[src/rtl/if_stage_pkg.sv]
// rtl/if_stage_pkg.sv - shared constants, FSM encoding and F/D entry type for the fetch stage
package if_stage_pkg;

   localparam logic [31:0] PC_RESET  = 32'h0000_3000;
   localparam logic [31:0] TEXT_BASE = 32'h0000_3000;
   localparam logic [31:0] TEXT_LAST = 32'h0000_6FFC;
   localparam logic [31:0] NOP       = 32'h0000_0000;

   typedef enum logic {
      FETCH = 1'b0,
      HOLD  = 1'b1
   } state_t;

   // One fetched instruction as it travels into the decode stage
   typedef struct packed {
      logic [31:0] pc;
      logic [31:0] instr;
      logic        exc;
   } fd_t;

   // Fetch address is legal only when word aligned and inside the text segment
   function automatic logic addr_error(input logic [31:0] pc);
      return (pc[1:0] != 2'b00) || (pc < TEXT_BASE) || (pc > TEXT_LAST);
   endfunction

endpackage

[src/rtl/if_stage_if.sv]
// rtl/if_stage_if.sv - instruction-memory request/response bus
interface if_stage_if;

   logic        im_req;
   logic [31:0] im_addr;
   logic        im_ready;
   logic [31:0] im_rdata;

   modport master (
      output im_req,
      output im_addr,
      input  im_ready,
      input  im_rdata
   );

   modport slave (
      input  im_req,
      input  im_addr,
      output im_ready,
      output im_rdata
   );

endinterface

[src/rtl/fd_reg.sv]
// rtl/fd_reg.sv - fetch/decode pipeline register with load and bubble control
module fd_reg
   import if_stage_pkg::*;
(
   input  logic clk,
   input  logic reset,
   input  logic enable,
   input  logic bubble,
   input  fd_t  load,
   output fd_t  q,
   output logic valid
);

   // Update only when enabled; a bubble clears the payload but keeps the last PC
   always_ff @(posedge clk or posedge reset) begin
      if (reset) begin
         q.pc    <= PC_RESET;
         q.instr <= NOP;
         q.exc   <= 1'b0;
         valid   <= 1'b0;
      end else if (enable) begin
         if (bubble) begin
            q.instr <= NOP;
            q.exc   <= 1'b0;
            valid   <= 1'b0;
         end else begin
            q     <= load;
            valid <= 1'b1;
         end
      end
   end

endmodule

[src/rtl/if_stage.sv]
// rtl/if_stage.sv - instruction fetch stage: PC register, fetch FSM and hold buffer
module if_stage
   import if_stage_pkg::*;
(
   input  logic        clk,
   input  logic        reset,
   input  logic        stall,
   input  logic [31:0] NPC,
   output logic [31:0] PC_F,
   if_stage_if.master  im,
   output logic [31:0] PC_D,
   output logic [31:0] instr_D,
   output logic        valid_D,
   output logic        excAdEL_D
);

   state_t      state;
   state_t      state_next;
   logic [31:0] pc_f;
   logic [31:0] pc_next;
   fd_t         hold_buf;
   logic        buf_load;
   logic        addr_err;
   logic        fetch_done;
   fd_t         fetch_entry;
   logic        fd_enable;
   logic        fd_bubble;
   fd_t         fd_load;
   fd_t         fd_q;

   assign addr_err   = addr_error(pc_f);
   assign fetch_done = (state == FETCH) && (im.im_ready || addr_err);

   // A faulting address never goes to memory; it completes at once as a nop with the error flag
   assign fetch_entry.pc    = pc_f;
   assign fetch_entry.instr = addr_err ? NOP : im.im_rdata;
   assign fetch_entry.exc   = addr_err;

   assign im.im_req  = (state == FETCH) && !addr_err;
   assign im.im_addr = pc_f;

   // Next-state, PC and F/D control; PC only advances when a fetched word moves into D
   always_comb begin
      state_next = state;
      pc_next    = pc_f;
      fd_enable  = 1'b0;
      fd_bubble  = 1'b0;
      fd_load    = fetch_entry;
      buf_load   = 1'b0;
      case (state)
         FETCH: begin
            if (fetch_done) begin
               if (!stall) begin
                  pc_next   = NPC;
                  fd_enable = 1'b1;
               end else begin
                  buf_load   = 1'b1;
                  state_next = HOLD;
               end
            end else if (!stall) begin
               fd_enable = 1'b1;
               fd_bubble = 1'b1;
            end
         end
         HOLD: begin
            if (!stall) begin
               fd_load    = hold_buf;
               fd_enable  = 1'b1;
               pc_next    = NPC;
               state_next = FETCH;
            end
         end
         default: state_next = FETCH;
      endcase
   end

   // State, PC and hold buffer; reset abandons any outstanding request
   always_ff @(posedge clk or posedge reset) begin
      if (reset) begin
         state          <= FETCH;
         pc_f           <= PC_RESET;
         hold_buf.pc    <= 32'h0000_0000;
         hold_buf.instr <= NOP;
         hold_buf.exc   <= 1'b0;
      end else begin
         state <= state_next;
         pc_f  <= pc_next;
         if (buf_load) begin
            hold_buf <= fetch_entry;
         end
      end
   end

   fd_reg u_fd_reg (
      .clk    (clk),
      .reset  (reset),
      .enable (fd_enable),
      .bubble (fd_bubble),
      .load   (fd_load),
      .q      (fd_q),
      .valid  (valid_D)
   );

   assign PC_F      = pc_f;
   assign PC_D      = fd_q.pc;
   assign instr_D   = fd_q.instr;
   assign excAdEL_D = fd_q.exc;

endmodule

[src/flat_wrapper.sv]
// flat-port wrapper written by rule: the top's interface ports become plain ports
module if_stage_flat import if_stage_pkg::*;
  (clk, reset, stall, NPC, PC_F, PC_D, instr_D, valid_D, excAdEL_D, im_im_req, im_im_addr, im_im_ready, im_im_rdata);
  if_stage_if im_i ();
  input  logic clk;
  input  logic reset;
  input  logic stall;
  input  logic [31:0] NPC;
  output logic [31:0] PC_F;
  output logic [31:0] PC_D;
  output logic [31:0] instr_D;
  output logic valid_D;
  output logic excAdEL_D;
  output wire logic [$bits(im_i.im_req)-1:0] im_im_req;
  output wire logic [$bits(im_i.im_addr)-1:0] im_im_addr;
  input wire logic [$bits(im_i.im_ready)-1:0] im_im_ready;
  input wire logic [$bits(im_i.im_rdata)-1:0] im_im_rdata;
  assign im_im_req = im_i.im_req;
  assign im_im_addr = im_i.im_addr;
  assign im_i.im_ready = im_im_ready;
  assign im_i.im_rdata = im_im_rdata;
  if_stage u_core (.clk(clk), .reset(reset), .stall(stall), .NPC(NPC), .PC_F(PC_F), .im(im_i), .PC_D(PC_D), .instr_D(instr_D), .valid_D(valid_D), .excAdEL_D(excAdEL_D));
endmodule
[config.mk]
export PLATFORM = sky130hd
export DESIGN_NAME = if_stage_flat
export DESIGN_NICKNAME = d
export VERILOG_FILES = /design/src/rtl/if_stage_pkg.sv /design/src/rtl/if_stage_if.sv /design/src/rtl/fd_reg.sv /design/src/rtl/if_stage.sv /design/src/flat_wrapper.sv
export SDC_FILE = /design/constraint.sdc
export NUM_CORES = 1
export LEC_CHECK = 0
export CORE_MARGIN = 8
export CORE_UTILIZATION = 40
export DETAILED_ROUTE_END_ITERATION = 10
export PLACE_DENSITY_LB_ADDON = 0.2
export SLEW_MARGIN = 25
export SYNTH_ARGS = -nofsm -noshare
export SYNTH_HDL_FRONTEND = slang
export SYNTH_HIERARCHICAL = 1
export SYNTH_SLANG_ARGS = --single-unit
[constraint.sdc]
create_clock -name clk -period 4.4 [get_ports clk]
set_input_delay 1.32 -clock clk [delete_from_list [all_inputs] [get_ports clk]]
set_output_delay 1.32 -clock clk [all_outputs]
set_load 0.02 [all_outputs]
==> flow_summary_export.csv <==
group,metric,value,unit
outcome,status,"complete, no violations",
route,vias,5358,
setup_path,crit_slowest_cell,"clkdlybuf4s50_1",
layout,multiInputGateArea,2773,µm²
clock_network,cts_num_sinks,164,
layout,regArea,4109,µm²
power_and_ir_drop,peakVddDrop,0.2603,mV
placed_design,portBuffers,198,
clock_network,cts-htree-levels,4,
setup_path,worstPathArrival,2.83,ns
clock_network,ctsHoldBuffers,0,
min_path,hold_path_end,"u_core/u_fd_reg/valid",
global_route,track_usage,0.1684,
setup_path,critPathBufInv,1,
clock_network,cts_buffers,17,
placed_design,pre_cts_slack,0.6999,ns
min_path,whs_path_depth,1,
timing,fin_skew,0.01037,ns
timing,slew_violations,0,
min_path,hold_start,"u_core/u_fd_reg/valid",
logic_synthesis,ys_ff_latch,164,
logic_synthesis,netlist_area,7596,µm²
layout,fillers,1582,
power_and_ir_drop,p_per_area,412.7,nW/µm²
setup_path,reg2reg_depth,8,
clock_network,tritoncts,"yes",
route,ant_nets,0,
min_path,hold_path.class,"reg2reg",
setup_path,reg2reg_slack,1.00,ns
setup_path,r2r-end,"u_core/u_fd_reg/q[63]",
clock_network,clk_path_buf_depth,2,
setup_path,slowest_delay,0.68,ns
floorplan,dieWidth,153.8,µm
setup_path,cp_top_family,"simple AND/OR/NAND/NOR gates",
power_and_ir_drop,p_sw,0.001090,W
clock_network,post-cts-setup-buffer-count,0,
floorplan,num_rows,50,
layout,synthToLayoutAreaGrowth,31.30,%
clock_network,ctsResizeCount,0,
layout,drive_gt1_frac,0.1895,
setup_path,r2r_start,"u_core/PC_F[20]",
route,wl_per_cell,19.26,µm
timing,rsz0062_at_grt,"false",
logic_synthesis,syn_nets,727,
placed_design,hpwl,13760,µm
timing,tightest_slew,0.9015,ns
timing,setup_viol,0,
timing,post-route-period-util,0.9429,
global_route,grt_max_degree,54,
setup_path,worstPathMaxFanout,6,
logic_synthesis,synth_top_cell_by_area,"dfrtp_1",
logic_synthesis,synthTopCellsByArea,"dfrtp_1 53%, nand2_1 8.3%, a22o_1 7.8%",
timing,min_period,4.149,ns
route,drt_iter0_markers,256,
floorplan,die_height,153.8,µm
power_and_ir_drop,p_int,0.003026,W
power_and_ir_drop,combPwrFrac,0.192,
layout,n_antenna_cell,0,
route,firstDrtPassIters,4,
timing,tns,0,ns
logic_synthesis,synth_cells,659,
route,drt_wl_total,19950,µm
global_route,grt-ovfl-total,0,
power_and_ir_drop,power.share.clock,0.379,
setup_path,end_kind,"output pin",
layout,layout.nets,857,
layout,final_cells,1036,
timing,max_slew_margin,0.3935,
setup_path,critical_path_class,"reg2out",
clock_network,root_buffer,"clkbuf_16",
global_route,antenna_found_initial,1,
placed_design,globalplace.congestion,0.8062,
logic_synthesis,syn_area_per_cell,11.53,µm²
logic_synthesis,yosysTopAreaCellShare,0.5271,
power_and_ir_drop,power.leakage,4.538,nW
timing,max_freq,241.0,MHz
floorplan,die_area,23660,µm²
power_and_ir_drop,swShare,0.2648,
setup_path,worstSetupStartpointType,"register",
power_and_ir_drop,power,0.004116,W
timing,fin_hold_ws,0.4798,ns
floorplan,core_area,18640,µm²
run,drv_cap,0,
timing,setup_ws,0.2514,ns
setup_path,crit_chain,"nor4_1, o211ai_2, or2_1, nor2_1, clkdlybuf4s50_1",
placed_design,post-place-cells,1004,
setup_path,cp.required,3.08,ns
route,drc,0,
timing,finalHoldViolCount,0,
clock_network,insertion_delay,0.42,ns
global_route,grt_pass1_wl,31480,µm
floorplan,initial_core_util,0.4074,
route,routed_via_density,5.172,
floorplan,io_pins,199,
power_and_ir_drop,seqPwrFrac,0.429,
global_route,grt_pass1_vias,5766,
logic_synthesis,synth.distinct_cells,33,
logic_synthesis,ys_seq_area_frac,0.5409,
clock_network,path_clk_slew,0.06,ns
logic_synthesis,yosysWarnings,6,
per-layer routing:
metal | vias to the layer above | track usage | share of wire
met3 | 31 | 0.05297 | 0.063
met1 | 2691 | 0.2101 | 0.45
met5 | - | 0 | 0.00065
met2 | 178 | 0.2704 | 0.47
met4 | 2 | 0.06160 | 0.020
li1 | 2456 | - | -
cell type report:
class | instances | area share
multi-input combinational | 383 | 0.2780
inverter | 8 | 0.003387
clock buffer | 22 | 0.04855
tap | 234 | 0.02936
timing repair buffer | 215 | 0.2140
sequential | 164 | 0.4120
clock inverter | 10 | 0.01468
cell usage after synthesis, drive strengths merged:
library cell	n
nand2	167
dfrtp	160
mux2	90
buf	77
a22o	68
o21ai	32
clkbuf	27
inv	7
nor4	6
o31ai	5
dfstp	4
nor2b	3
nor2	2
nor3	2
a21boi	1
a21o	1
and3b	1
clkinv	1
nand3	1
o211ai	1
o2bb2ai	1
o41ai	1
or2	1
cells by family after synthesis:
| kind of cell | synth area share |
|---|---|
| simple gates | 0.09669 |
| buf+inv | 0.09603 |
| flops | 0.5409 |
| mux | 0.1517 |
| compound gates | 0.1146 |
how the worst max path moves through the flow:
| stage | to | from | cells past startpoint | slack [ns] |
|---|---|---|---|---|
| floorplan | u_core/PC_F[0] | reset | 1 | 0.52 |
| global placement | im_im_req | u_core/PC_F[20] | 5 | 0.76 |
| global route | im_im_req | u_core/PC_F[20] | 5 | 0.1 |
| finish | im_im_req | u_core/PC_F[20] | 5 | 0.25 |
| CTS | im_im_req | u_core/PC_F[20] | 5 | 0.24 |
| detailed placement | im_im_req | u_core/PC_F[20] | 5 | 0.70 |
power by group through the flow:
stage                     clock, W  sequential (W)  combinational (W)
after CTS                  0.00160         0.00177           0.000806
after global routing       0.00166         0.00179           0.000843
after floorplan                  0         0.00183           0.000447
final                      0.00156         0.00177           0.000791
after global placement           0         0.00178           0.000790
after detailed placement         0         0.00179           0.000802
worst register-to-register path, delay by kind of cell (launching register included):
family,cells,cell delay [ns]
and+or+nand+nor,4,1.59
buffers and inverters,2,0.59
DFF,1,0.43
AOI/OAI and AO/OA,1,0.34
muxes,1,0.34
through the flow:
stage                     utilization  cell area, µm²
final                          0.5350            9973
after global placement         0.5011            9343
after floorplan                     -            7596
after CTS                      0.5350            9973
after detailed placement       0.5011            9343
after global routing           0.5350            9973
registers in the layout, summed over array words and instances (netlist names):
register               count
u_core/u_fd_reg/q         65
u_core/hold_buf           65
u_core/PC_F               32
u_core/u_fd_reg/valid      1
u_core/state               1
cell usage in the layout (no fill, tap or decap), types with 2 or more instances in the layout:
cell / netlist / layout
bufinv_16: 0 / 3
mux2_2: 52 / 52
clkinv_4: 0 / 4
a22o_1: 68 / 68
buf_4: 68 / 15
o31ai_1: 4 / 4
clkbuf_16: 0 / 17
nor4_1: 6 / 6
nor2_1: 2 / 2
clkinv_2: 0 / 2
nand2_1: 167 / 166
clkdlybuf4s50_1: 0 / 198
dfstp_2: 4 / 4
mux2_4: 37 / 37
buf_12: 1 / 2
nor2b_4: 1 / 2
dfrtp_1: 160 / 160
o21ai_0: 31 / 31
inv_1: 7 / 5
clkbuf_8: 0 / 4
Note: power is estimated with default switching activity, not from simulation.
